--- src/rtl/clk_rst_gen.sv ---
// clk_rst_gen: divided clock, clock-enable and held reset generator; CLKGEN_RUNTIME_DIV_EN enables runtime ratio loads
module clk_rst_gen #(
  parameter int DIV_DEFAULT = 2,
  parameter int CNT_WIDTH   = 16,
  parameter int RST_HOLD    = 16,
  parameter int SYNC_STAGES = 2
) (
  input  logic                 clk,
  input  logic                 sys_rst_i,
  input  logic [CNT_WIDTH-1:0] div_i,
  input  logic                 div_load,
  output logic                 div_ack,
  output logic                 clk_o,
  output logic                 clk_en_o,
  output logic                 rst_o,
  output logic                 rst_n_o,
  output logic                 ready_o
);
  localparam int HW = $clog2(RST_HOLD + 1);
  typedef enum logic [1:0] {S_RESET, S_HOLD, S_RUN} state_t;
  state_t                 r_state;
  logic [SYNC_STAGES-1:0] r_sync;
  logic [CNT_WIDTH-1:0]   r_cnt, r_ratio, r_pend;
  logic                   r_pend_vld;
  logic [HW-1:0]          r_hold;
  logic [CNT_WIDTH-1:0]   w_cnt_nxt, w_ratio_nxt, w_ld_val;
  logic                   w_ld, w_run, w_run_nxt, w_bnd, w_apply;
`ifdef CLKGEN_RUNTIME_DIV_EN
  assign w_ld     = div_load;
  assign w_ld_val = (div_i < CNT_WIDTH'(2)) ? CNT_WIDTH'(2) : div_i;
`else
  logic w_unused;
  assign w_unused = ^{div_i, div_load};
  assign w_ld     = 1'b0;
  assign w_ld_val = CNT_WIDTH'(DIV_DEFAULT);
`endif
  assign w_run       = r_state != S_RESET;
  assign w_run_nxt   = w_run || !r_sync[SYNC_STAGES-1];
  assign w_bnd       = w_run && (r_cnt == r_ratio - 1'b1);
  assign w_apply     = w_bnd && (w_ld || r_pend_vld);
  assign w_ratio_nxt = w_apply ? (w_ld ? w_ld_val : r_pend) : r_ratio;
  assign w_cnt_nxt   = (w_run && !w_bnd) ? r_cnt + 1'b1 : '0;
  // reset-release synchronizer: set asynchronously, drains zeros on clk
  always_ff @(posedge clk or posedge sys_rst_i)
    if (sys_rst_i) r_sync <= '1;
    else           r_sync <= {r_sync[SYNC_STAGES-2:0], 1'b0};
  // period counter, ratio update at boundaries, registered clock/enable outputs decoded from next count
  always_ff @(posedge clk or posedge sys_rst_i)
    if (sys_rst_i) begin
      r_cnt      <= '0;
      r_ratio    <= CNT_WIDTH'(DIV_DEFAULT);
      r_pend     <= '0;
      r_pend_vld <= 1'b0;
      clk_o      <= 1'b0;
      clk_en_o   <= 1'b0;
      div_ack    <= 1'b0;
    end else begin
      r_cnt      <= w_cnt_nxt;
      r_ratio    <= w_ratio_nxt;
      r_pend     <= (w_ld && !w_bnd) ? w_ld_val : r_pend;
      r_pend_vld <= !w_bnd && (w_ld || r_pend_vld);
      clk_o      <= w_run_nxt && (w_cnt_nxt < (w_ratio_nxt >> 1));
      clk_en_o   <= w_run_nxt && (w_cnt_nxt == w_ratio_nxt - 1'b1);
      div_ack    <= w_apply;
    end
  // RESET -> HOLD on synchronized release, HOLD -> RUN after RST_HOLD enable pulses
  always_ff @(posedge clk or posedge sys_rst_i)
    if (sys_rst_i) begin
      r_state <= S_RESET;
      r_hold  <= '0;
      rst_o   <= 1'b1;
      rst_n_o <= 1'b0;
      ready_o <= 1'b0;
    end else begin
      case (r_state)
        S_RESET: r_state <= r_sync[SYNC_STAGES-1] ? S_RESET : S_HOLD;
        S_HOLD: if (clk_en_o) begin
          r_hold <= (r_hold == HW'(RST_HOLD)) ? r_hold : r_hold + 1'b1;
          if (r_hold == HW'(RST_HOLD - 1)) begin
            r_state <= S_RUN;
            rst_o   <= 1'b0;
            rst_n_o <= 1'b1;
            ready_o <= 1'b1;
          end
        end
        S_RUN:   r_state <= S_RUN;
        default: r_state <= S_RESET;
      endcase
    end
endmodule

--- config.mk ---
export PLATFORM = sky130hd
export DESIGN_NAME = clk_rst_gen
export DESIGN_NICKNAME = d
export VERILOG_FILES = /design/src/rtl/clk_rst_gen.sv
export SDC_FILE = /design/constraint.sdc
export NUM_CORES = 1
export LEC_CHECK = 0
export ABC_CLOCK_PERIOD_IN_PS = 11900
export CORE_UTILIZATION = 46
export DETAILED_ROUTE_END_ITERATION = 6
export GPL_ROUTABILITY_DRIVEN = 0
export GPL_TIMING_DRIVEN = 0
export HOLD_SLACK_MARGIN = 0.08
export PLACE_DENSITY = 0.65
export RECOVER_POWER = 100
export SETUP_SLACK_MARGIN = 0.05
export SLEW_MARGIN = 15
export SYNTH_ARGS = -nofsm -noshare
export SYNTH_HDL_FRONTEND = slang
export SYNTH_SLANG_ARGS = --single-unit
export TNS_END_PERCENT = 5
--- constraint.sdc ---
create_clock -name clk -period 11.9 [get_ports clk]
set_clock_uncertainty 0.1 [all_clocks]
set_input_delay 2.975 -clock clk [delete_from_list [all_inputs] [get_ports clk]]
set_output_delay 2.975 -clock clk [all_outputs]
set_load 0.01 [all_outputs]
==> flow_summary_export.csv, run 1 <==
group,metric,value,unit
clocking,cts_hold_buf,0,
power_and_ir_drop,p_leak,1.83,nW
place,port_buffers,7,
yosys,yosysSeqAreaShare,33.1,%
worst_setup_path,worstPathArrival,7.13,ns
floorplanning,rows,31,
detailed_routing,viasPerCell,6.02,
yosys,yosys_most_used_dff,"dfrtp_1",
global_route,grt_start_max_net_pins,34,
timing,finalSetupViolCount,0,
detailed_routing,drt_wl_total,9560,µm
global_route,grt_pass1_wl,15600,µm
place,place_inst,515,
yosys,syn_nets,449,
yosys,synth_area_per_cell,8.74,µm²
timing,finalSetupTns,0,ns
floorplanning,pin_count,25,
yosys,synth-compound-area-share,17.9,%
detailed_routing,first_iter_violations,271,
run_status,outcome,"finished with violations",
detailed_routing,drc,0,
timing,post-route-period-util,59.4,%
detailed_routing,dr.pass1.iters,6,
worst_setup_path,end_kind,"register",
clocking,cts_tree,"yes",
yosys,synthAdderAreaFrac,7.72,%
yosys,synth-simple-area-share,21.3,%
worst_setup_path,startpoint,"r_ratio[0]",
global_route,grtUsageMet3,3.64,%
yosys,synthesis.area,3570,µm²
finish,diodes,0,
finish,drive_gt1_share,6.13,%
worst_setup_path,reg2reg_slack,4.84,ns
timing,final.min_clock_period,7.06,ns
global_route,busiest_layer,"met2",
finish,nets,464,
timing,worstMarginPinSlew,1.81,ns
yosys,ys_types,69,
worst_setup_path,path_max_fanout,10,
finish,regArea,1180,µm²
finish,finalNonFillerCells,523,
detailed_routing,postRouteAntennaNets,0,
clocking,worstSkewPairLatency,0.31,ns
floorplanning,die_area,8110,µm²
floorplanning,fp.dieH,90.1,µm
finish,area_growth,8.10,%
worst_setup_path,rr_worst_depth,24,
yosys,synth_seq_cells,47,
min_path,min_to,"r_sync[1]",
worst_setup_path,crit_type,"register to register",
clocking,path_clk_slew,0.10,ns
clocking,postCtsSetupBuffers,0,
min_path,min_from,"r_sync[0]",
yosys,synthArstFlopShare,100,%
floorplanning,die_w,90.1,µm
min_path,whs_path_depth,0,
global_route,gr-usage-met1,33.5,%
yosys,synth_top_family_by_area,"simple AND/OR/NAND/NOR gates",
run_status,violations,"max-capacitance violations, max-slew violations",
timing,hold_viol,0,
finish,fillCellCount,706,
clocking,cts_root_buf,"clkbuf_8",
timing,relSlewSlack,-21.0,%
clocking,cts_buffer_depth,2,
run,drv_cap,1,
yosys,synth_edf_count,0,
clocking,cts-resized-gates,0,
timing,drv_slew,34,
yosys,ys.warnings.count,0,
worst_setup_path,rr_endpoint,"clk_en_o",
yosys,synth_xor_area_share,11.7,%
global_route,overflow,0,
timing,max_freq,0.142,GHz
clocking,cts_htree_levels,2,
power_and_ir_drop,max-vdd-ir-drop,0.0673,mV
detailed_routing,routedWlPerCell,18.3,µm
min_path,min_path_type,"register to register",
detailed_routing,vias,3149,
worst_setup_path,r2r_start,"r_ratio[0]",
timing,rsz0062_at_grt,"no",
place,hpwl,7340,µm
floorplanning,start_util,48.4,%
global_route,antenna_found_initial,0,
worst_setup_path,cp.required,11.97,ns
floorplanning,core,7370,µm²
global_route,grt_util_met2,39.2,%
finish,multiInputGateArea,2090,µm²
global_route,grt_pass1_vias,3108,
worst_setup_path,startpoint_type,"register",
yosys,synth.mux.area_fraction,0.877,%
clocking,numCtsBuffers,5,
yosys,syn_inst,408,
clocking,tritoncts_num_sinks,47,
global_route,grt.total_usage,24.4,%
power_and_ir_drop,p_per_area,80.7,nW/µm²
-- report_power, final --
| group | switching [mW] | internal [mW] |
|---|---|---|
| Sequential | 0.000238 | 0.160 |
| Clock | 0.0619 | 0.0854 |
| Combinational | 0.00317 | 0.000300 |
| Total | 0.0653 | 0.246 |
-- layout by cell type, fill, tap and decap left out, types with 4 or more instances in the layout --
cell,netlist,final
dfrtp_1,43,43
nor2_1,30,30
xnor2_1,29,29
nand4_1,11,11
dlygate4sd3_1,0,7
ha_1,22,22
xor2_1,16,16
a21o_1,9,9
o21ai_0,9,10
dfstp_2,4,4
or4_1,4,4
nor4_1,11,12
inv_1,37,37
nand2_1,35,37
nor3_1,16,16
clkbuf_8,0,5
clkbuf_1,15,20
nand3_1,13,13
o31ai_1,4,4
or3_1,5,5
a31oi_1,6,6
a21oi_1,9,9
o221ai_1,4,4
-- cells in the mapped netlist, types with 2 or more instances --
master | count | area (µm²)
nand2_1 | 35 | 131
and2_1 | 2 | 12.5
or4_1 | 4 | 30.0
dfstp_2 | 4 | 105
buf_2 | 2 | 10.0
a22oi_1 | 2 | 15.0
xor2_1 | 16 | 140
a21oi_1 | 9 | 45.0
clkbuf_1 | 15 | 56.3
inv_1 | 37 | 139
and3_1 | 3 | 18.8
nand4_1 | 11 | 68.8
or2_2 | 2 | 12.5
or3_1 | 5 | 31.3
mux2i_1 | 2 | 20.0
o21ai_0 | 9 | 45.0
a311oi_1 | 2 | 17.5
a21o_1 | 9 | 67.6
buf_1 | 2 | 7.51
o32a_1 | 3 | 30.0
o31ai_1 | 4 | 30.0
nand3b_1 | 3 | 22.5
buf_4 | 2 | 15.0
nor4b_1 | 2 | 17.5
o21ai_1 | 3 | 15.0
o221ai_1 | 4 | 35.0
ha_1 | 22 | 275
nand3_1 | 13 | 65.1
nor2b_1 | 3 | 18.8
nor4_1 | 11 | 68.8
a211o_1 | 3 | 26.3
a21boi_0 | 3 | 22.5
nor3_1 | 16 | 80.1
o22ai_1 | 2 | 12.5
dfrtp_1 | 43 | 1080
a31oi_1 | 6 | 37.5
xnor2_1 | 29 | 254
nor2_1 | 30 | 113
buf_6 | 3 | 33.8
nand2_2 | 3 | 18.8
-- layout make-up --
type / count / share of cell area (%)
multi-input cells: 300 / 54.2
flip-flops and latches: 47 / 30.6
inverters: 37 / 3.60
well taps: 99 / 3.21
plain buffers: 24 / 2.86
repair buffers: 8 / 1.91
clock inverters: 3 / 1.85
clock buffers: 5 / 1.78
-- through the flow --
step	cell area (µm²)	hold WS, ns	worst slack (ns)	utilization, %	total power, mW
after floorplan	3570	0.245	6.86	-	0.166
after global placement	3760	0.246	5.63	51.0	0.167
after detailed placement	3780	0.247	5.60	51.3	0.168
after CTS	3920	0.262	5.60	53.2	0.313
after global routing	3860	0.267	4.42	52.3	0.320
final	3860	0.261	4.84	52.3	0.311
-- logic make-up after synthesis --
kind of cell | after synthesis
and+or+nand+nor | 148
DFF | 47
AOI/OAI and AO/OA | 80
adders and majority gates | 22
xor gates and xnor gates | 46
other | 1
buffers and inverters | 61
muxes | 3
-- metal layers --
| layer | routed length [µm] | vias to the layer above | part of all wire [%] |
|---|---|---|---|
| met5 | 0 | - | 0 |
| met2 | 4310 | 122 | 45 |
| met4 | 191 | 0 | 2.0 |
| met1 | 4460 | 1521 | 47 |
| li1 | - | 1485 | - |
| met3 | 605 | 21 | 6.3 |
-- sequential cells by signal, summed over array words and instances (netlist names) --
name        flops
rst_o           1
r_cnt          16
rst_n_o         1
r_ratio        16
r_state         2
clk_o           1
div_ack         1
r_sync          2
r_pend_vld      1
r_hold          5
clk_en_o        1
-- worst max-delay path by stage --
| stage | to | slack, ns | depth (start not counted) |
|---|---|---|---|
| after floorplan | clk_en_o | 6.86 | 21 |
| after global placement | clk_en_o | 5.63 | 21 |
| after detailed placement | clk_en_o | 5.60 | 24 |
| after CTS | clk_en_o | 5.60 | 24 |
| after global routing | clk_en_o | 4.42 | 21 |
| final | clk_en_o | 4.84 | 24 |
-- worst max-delay path: stages, from the launching register on --
cell and delay (ns):
dfrtp_1 0.37, clkbuf_1 0.27, inv_1 0.18, ha_1 0.17, clkbuf_1 0.35, nand2_1 0.11, o31ai_1 0.27, nand4_1 0.13
a2111o_1 0.45, nor4_1 1.09, nand2_2 0.14, clkbuf_1 0.35, clkbuf_1 0.40, nand2_1 0.20, ha_1 0.15, clkbuf_1 0.33
inv_1 0.26, or3_1 0.44, xnor2_1 0.14, o22ai_1 0.11, nor2_1 0.11, o221ai_1 0.12, nor4_1 0.20, nand4_1 0.13
a2111oi_0 0.34
Power figures use the tool's default switching activity.
==> inputs of run 2 (changes only) <==
Settings changed: ABC_CLOCK_PERIOD_IN_PS 11900 to 6690.
Clock period 11.9 ns to 6.69 ns, I/O delays scaled along.
==> flow_summary_export.csv, run 2 (synthesis results as in run 1) <==
group,metric,value,unit
min_path,min_path_type,"register to register",
place,port_buffers,7,
place,placed_cell_area,3780,µm²
timing,drv_slew,34,
detailed_routing,viasPerCell,6.01,
global_route,antenna_found_initial,0,
timing,worstMarginPinSlew,1.79,ns
detailed_routing,routedWlPerCell,18.2,µm
floorplanning,rows,31,
run,drv_cap,1,
timing,relSlewSlack,-19.2,%
global_route,grt_start_max_net_pins,34,
power_and_ir_drop,seq_power_share,51.6,%
worst_setup_path,end_kind,"register",
floorplanning,pin_count,25,
power_and_ir_drop,p_leak,1.89,nW
floorplanning,core,7370,µm²
floorplanning,die_w,90.1,µm
worst_setup_path,worstPathArrival,6.32,ns
clocking,cts_tree,"yes",
timing,rsz0062_at_grt,"no",
global_route,grt.total_usage,24.4,%
finish,final_common_cell,"dfrtp_1",
worst_setup_path,reg2reg_slack,0.48,ns
global_route,grt_pass1_vias,3108,
global_route,overflow,0,
detailed_routing,first_iter_violations,285,
clocking,worstSkewPairLatency,0.31,ns
finish,area_growth,9.54,%
place,dp_slack,0.392,ns
floorplanning,fp.dieH,90.1,µm
timing,post-route-period-util,92.9,%
timing,fin_ws,0.475,ns
worst_setup_path,rr_endpoint,"clk_en_o",
timing,max_freq,0.161,GHz
timing,finalSetupTns,0,ns
power_and_ir_drop,swShare,20.9,%
power_and_ir_drop,power.share.clock,47.3,%
timing,final.min_clock_period,6.21,ns
power_and_ir_drop,combPwrFrac,1.1,%
floorplanning,die_area,8110,µm²
finish,nets,464,
worst_setup_path,rr_worst_depth,24,
run_status,violations,"max-capacitance violations, max-slew violations",
power_and_ir_drop,p_per_area,142,nW/µm²
timing,hold_viol,0,
floorplanning,start_util,48.4,%
detailed_routing,vias,3141,
detailed_routing,dr.pass1.iters,5,
min_path,min_to,"r_sync[1]",
clocking,numCtsBuffers,5,
finish,layout_common_cells,"dfrtp_1, nand2_1, inv_1",
min_path,min_from,"r_sync[0]",
clocking,cts_root_buf,"clkbuf_8",
worst_setup_path,startpoint_type,"register",
timing,hold-worst-slack,0.262,ns
finish,diodes,0,
power_and_ir_drop,max-vdd-ir-drop,0.119,mV
detailed_routing,postRouteAntennaNets,0,
clocking,cts_htree_levels,2,
finish,drive_gt1_share,7.08,%
finish,fillCellCount,699,
clocking,path_clk_slew,0.10,ns
clocking,tritoncts_num_sinks,47,
timing,finalSetupViolCount,0,
clocking,cts_buffer_depth,2,
detailed_routing,drc,0,
worst_setup_path,r2r_start,"r_ratio[0]",
worst_setup_path,path_max_fanout,10,
finish,reg_top3,"r_cnt: 16 flops, r_ratio: 16 flops, r_hold: 5 flops",
power_and_ir_drop,power,553,µW
place,hpwl,7340,µm
power_and_ir_drop,p_switching,116,µW
worst_setup_path,cp.required,6.79,ns
worst_setup_path,crit_type,"register to register",
detailed_routing,drt_wl_total,9530,µm
min_path,whs_path_depth,0,
finish,final_cell_area,3910,µm²
run_status,outcome,"finished with violations",
power_and_ir_drop,p_int,437,µW
global_route,grt_pass1_wl,15600,µm
run 2: cell count changes in the layout (fill, tap and decap cells not counted):
cell       previous run  this run
nand2_2               1         0
a2111oi_0             2         1
buf_6                 2         3
o41ai_1               1         0
nand2_1              37        38
clkbuf_1             20        19
nor4_2                0         1
o41ai_4               0         1
a2111oi_2             0         1
nor4_1               12        10
nor4_4                0         1
run 2: worst max-delay path by stage:
stage	from	end	slack, ns	cells past startpoint
3_3_place_gp	r_ratio[6]	clk_en_o	0.42	21
3_5_place_dp	r_ratio[0]	clk_en_o	0.39	24
6_report	r_ratio[0]	clk_en_o	0.48	24
5_1_grt	r_ratio[0]	clk_en_o	0.13	24
2_1_floorplan	r_ratio[3]	clk_en_o	1.65	21
4_1_cts	r_ratio[0]	clk_en_o	0.39	24
run 2: routing by layer:
layer	vias up	track usage (%)	part of all wire (%)
met5	-	0	0
li1	1483	-	-
met4	0	7.93	1.7
met3	18	3.64	6.3
met1	1524	33.5	47
met2	116	39.2	45
run 2: critical path, stage by stage, from the launching register on:
cell       delay (ns)
dfrtp_1          0.37
clkbuf_1         0.26
inv_1            0.18
ha_1             0.17
clkbuf_1         0.35
nand2_1          0.11
o31ai_1          0.27
nand4_1          0.13
a2111o_1         0.50
nor4_4           0.52
nand2_1          0.19
buf_6            0.19
clkbuf_1         0.32
nand2_1          0.20
ha_1             0.15
clkbuf_1         0.33
inv_1            0.26
or3_1            0.44
xnor2_1          0.14
o22ai_1          0.11
nor2_1           0.12
o221ai_1         0.13
nor4_1           0.19
nand4_1          0.15
a2111oi_2        0.23
run 2: metrics by stage:
step | utilization, % | cells
2_1_floorplan | - | 408
3_5_place_dp | 51.3 | 515
4_1_cts | 53.2 | 523
6_report | 53.0 | 523
3_3_place_gp | 51.0 | 514
5_1_grt | 53.0 | 523
run 2: area by class of cell:
type	count	area, µm²	area share [%]
well taps	99	124	3.17
flip-flops and latches	47	1180	30.2
plain buffers	24	118	3.01
clock buffers	5	68.8	1.76
inverters	37	139	3.55
repair buffers	8	73.8	1.89
clock inverters	3	71.3	1.83
multi-input cells	300	2130	54.6
run 2: timing repair:
item,4_1_cts,5_1_grt
buffers inserted,0,0
hold buffers,0,0
endpoints found under the setup margin,0,1
gates resized for setup,0,2
run 2: power groups by stage:
stage	registers [mW]	clock network, mW	logic (mW)
final	0.286	0.262	0.00612
after global routing	0.286	0.275	0.00764
after CTS	0.285	0.264	0.00807
after detailed placement	0.291	0	0.00803
after global placement	0.291	0	0.00640
after floorplan	0.291	0	0.00420
==> edit 1, RTL diff (config.mk and constraints of run 1) <==
Make the reset (`sys_rst_i`) synchronous in 3 clocked blocks. Comments in the files are not updated.
--- a/src/rtl/clk_rst_gen.sv
+++ b/src/rtl/clk_rst_gen.sv
@@ -41,11 +41,11 @@
   assign w_ratio_nxt = w_apply ? (w_ld ? w_ld_val : r_pend) : r_ratio;
   assign w_cnt_nxt   = (w_run && !w_bnd) ? r_cnt + 1'b1 : '0;
   // reset-release synchronizer: set asynchronously, drains zeros on clk
-  always_ff @(posedge clk or posedge sys_rst_i)
+  always_ff @(posedge clk)
     if (sys_rst_i) r_sync <= '1;
     else           r_sync <= {r_sync[SYNC_STAGES-2:0], 1'b0};
   // period counter, ratio update at boundaries, registered clock/enable outputs decoded from next count
-  always_ff @(posedge clk or posedge sys_rst_i)
+  always_ff @(posedge clk)
     if (sys_rst_i) begin
       r_cnt      <= '0;
       r_ratio    <= CNT_WIDTH'(DIV_DEFAULT);
@@ -64,7 +64,7 @@
       div_ack    <= w_apply;
     end
   // RESET -> HOLD on synchronized release, HOLD -> RUN after RST_HOLD enable pulses
-  always_ff @(posedge clk or posedge sys_rst_i)
+  always_ff @(posedge clk)
     if (sys_rst_i) begin
       r_state <= S_RESET;
       r_hold  <= '0;
Formal check against the unedited RTL: differs if sys_rst_i is asserted again (counterexample within 4 cycles, from zero or initial values and one cycle with sys_rst_i high); with sys_rst_i held inactive, the same outputs for 10 cycles.
==> edit 1 against run 1 <==
First-iteration DRC count shrank 38%. Worst setup slack gained 1.2 ns. Synthesized cell count is the same. Sequential share of layout area shrank 4.7 points. Design area shrank 5.8%. Cell count shrank 0.76%. Sequential cell count is the same. Die area shrank 5.8%. Via count shrank 7.4%. Global-route usage shrank 1.0 points. Area after synthesis shrank 6.0%. Wire length shrank 12%.
Power is not compared: it rests on default switching activity, and its combinational part moved more than twofold at a synthesized area within 25%.
==> edit 1: results <==
[placement]
pre_cts_ws_ns = 6.77
dp.cells = 511
dpl.hpwl_microns = 6470
postPlaceCellArea_sq_um = 3540

[worst_setup_path]
crit_start = "r_ratio[0]"
cpPeakStageDelay_ns = 1.20
worst_path_max_delay_cell = "a2111oi_0"
path_delay_family = "compound AO/OA/AOI/OAI gates"
endpoint = "clk_o"
reg2reg_depth = 20
arrival_ns = 5.99

[synth]
synthMuxAreaShare_pct = 1.83
synthTopCellsByArea = "dfxtp_1, ha_1, xnor2_1"
async_reset_ff_share_pct = 0

[floorplan]
die-area_sq_um = 7640

[cells_and_area]
fin_cells = 519
buf_share_pct = 5.75
nets = 463
clk_share_pct = 2.55
seq_area_share_pct = 25.9

[sta]
worst_slack_ns = 6.06

[route]
drtPass1Iterations = 4

[grt]
grt_pass1_vias = 2775

[status]
status = "completed"

[worst_hold_path]
holdPathStages = 1
edit 1: cell count changes in the layout (fill, tap and decap cells not counted), sizes merged, moves of 5 or more:
cell   delta
a21o      -5
a21oi    +12
and2     +11
dfrtp    -43
dfxtp    +47
inv      -24
nand2     -8
nor2     +18
o21ai     -7
xor2      +6
edit 1: cell families (layout without fill, tap and decap cells):
family / Yosys count / in the layout
and+or+nand+nor: 180 / 180
xor gates and xnor gates: 55 / 55
AOI/OAI and AO/OA: 54 / 54
DFF: 47 / 47
buffers and inverters: 44 / 59
adders and majority gates: 22 / 22
muxes: 6 / 6
edit 1: layer usage:
| metal | routed length, microns | track usage, % |
|---|---|---|
| met3 | 292 | 3.41 |
| met1 | 3970 | 31.0 |
| met4 | 184 | 7.45 |
| met2 | 3930 | 38.8 |
| met5 | 0 | 0 |
==> edit 2, RTL diff (flow settings as in run 1) <==
Without the edit above. The option `CLKGEN_RUNTIME_DIV_EN` is turned on by a define.
--- a/src/rtl/clk_rst_gen.sv
+++ b/src/rtl/clk_rst_gen.sv
@@ -1,4 +1,6 @@
 // clk_rst_gen: divided clock, clock-enable and held reset generator; CLKGEN_RUNTIME_DIV_EN enables runtime ratio loads
+`define CLKGEN_RUNTIME_DIV_EN
+
 module clk_rst_gen #(
   parameter int DIV_DEFAULT = 2,
   parameter int CNT_WIDTH   = 16,
Function: changed (a bounded check fails within 10 cycles, from zero or initial values and one cycle with sys_rst_i high).
==> edit 2 against run 1 <==
The run still ends with max-capacitance violations, max-slew violations left. Wire length up 27%. Area after synthesis up 29%. Combinational power rose to 76 times the old value. Largest cell class unchanged. Via count up 27%. Worst setup slack worse by 0.95 ns. Sequential share of layout area up 0.27 points. Count of clock-buffer cells in the layout up 4. Total power up 130%. Fmax down 12%. Sequential cell count up 16. Clock power up 16%. Design area up 33%. Die area up 28%. Register-to-register slack better by 0.10 ns.
==> edit 2: results <==
[status]
status = "finished with violations"
violations = "max-capacitance violations, max-slew violations"

[cells_and_area]
num-clock-buffers = 9
signal_buffers = 46
top_regs = "r_cnt x16, r_pend x16, r_ratio x16"
seq_area_share_pct = 30.9
inverters = 31
post-route-util_pct = 52.6
buf_share_pct = 6.62
drive_gt1_share_pct = 9.98
fillers = 933
nets = 597
seq_cells = 63

[sta]
tightest_slew_ns = 2.99
hold_ws_ns = 0.259
slew_violations = 58

[grt]
grt_util_all_layers_pct = 25.5
grt_max_degree = 58
grt_pass1_vias = 3805

[placement]
dpl.hpwl_microns = 9440
io_buffers = 24

[power]
p_comb_mw = 0.264
pwr-share-seq_pct = 38.2

[synth]
synthTopCellsByArea = "dfrtp_1, ha_1, xor2_1"
seq_area_frac_synth_pct = 34.4
ys_types = 65
syn_avg_cell_area_sq_um = 8.83

[flow_run]
max_cap_violations = 1

[clock_tree]
clkSlewWorstSetupHoldPaths_ns = 0.07

[worst_setup_path]
crit_start = "div_load"
arrival_ns = 8.11

[route]
wl_met2_microns = 5390
dr_wl_met3_microns = 726
m1WireLength_microns = 5520
==> edit 2: cell types whose count changed after synthesis, moves of 6 or more <==
cell | before | now
mux2i_1 | 2 | 19
nor2_1 | 30 | 51
a21oi_1 | 9 | 16
dfrtp_1 | 43 | 59
mux2_2 | 1 | 20
nand2_1 | 35 | 48
nand2b_1 | 1 | 12
xnor2_1 | 29 | 23
o21ai_0 | 9 | 25
inv_1 | 37 | 30
nor3b_1 | 0 | 6
xor2_1 | 16 | 27
==> edit 2: cells by family (layout without fill, tap and decap cells) <==
logic type      count (synthesis)  in the layout  share of synthesized area (%)
fa+ha+maj                      22             22                           5.99
flops                          63             63                           34.4
compound gates                 93             93                           13.4
buf+inv                        52             93                           5.23
other cells                     1              1                         0.0817
mux                            39             39                           9.05
simple gates                  200            200                           22.3
xor+xnor                       50             50                           9.54
==> edit 2: metal layers <==
metal  track usage (%)  up-vias
met5                 0        -
met4              15.8        0
met3              3.97       40
met2              38.6      172
met1              34.4     1870
li1                  -     1904
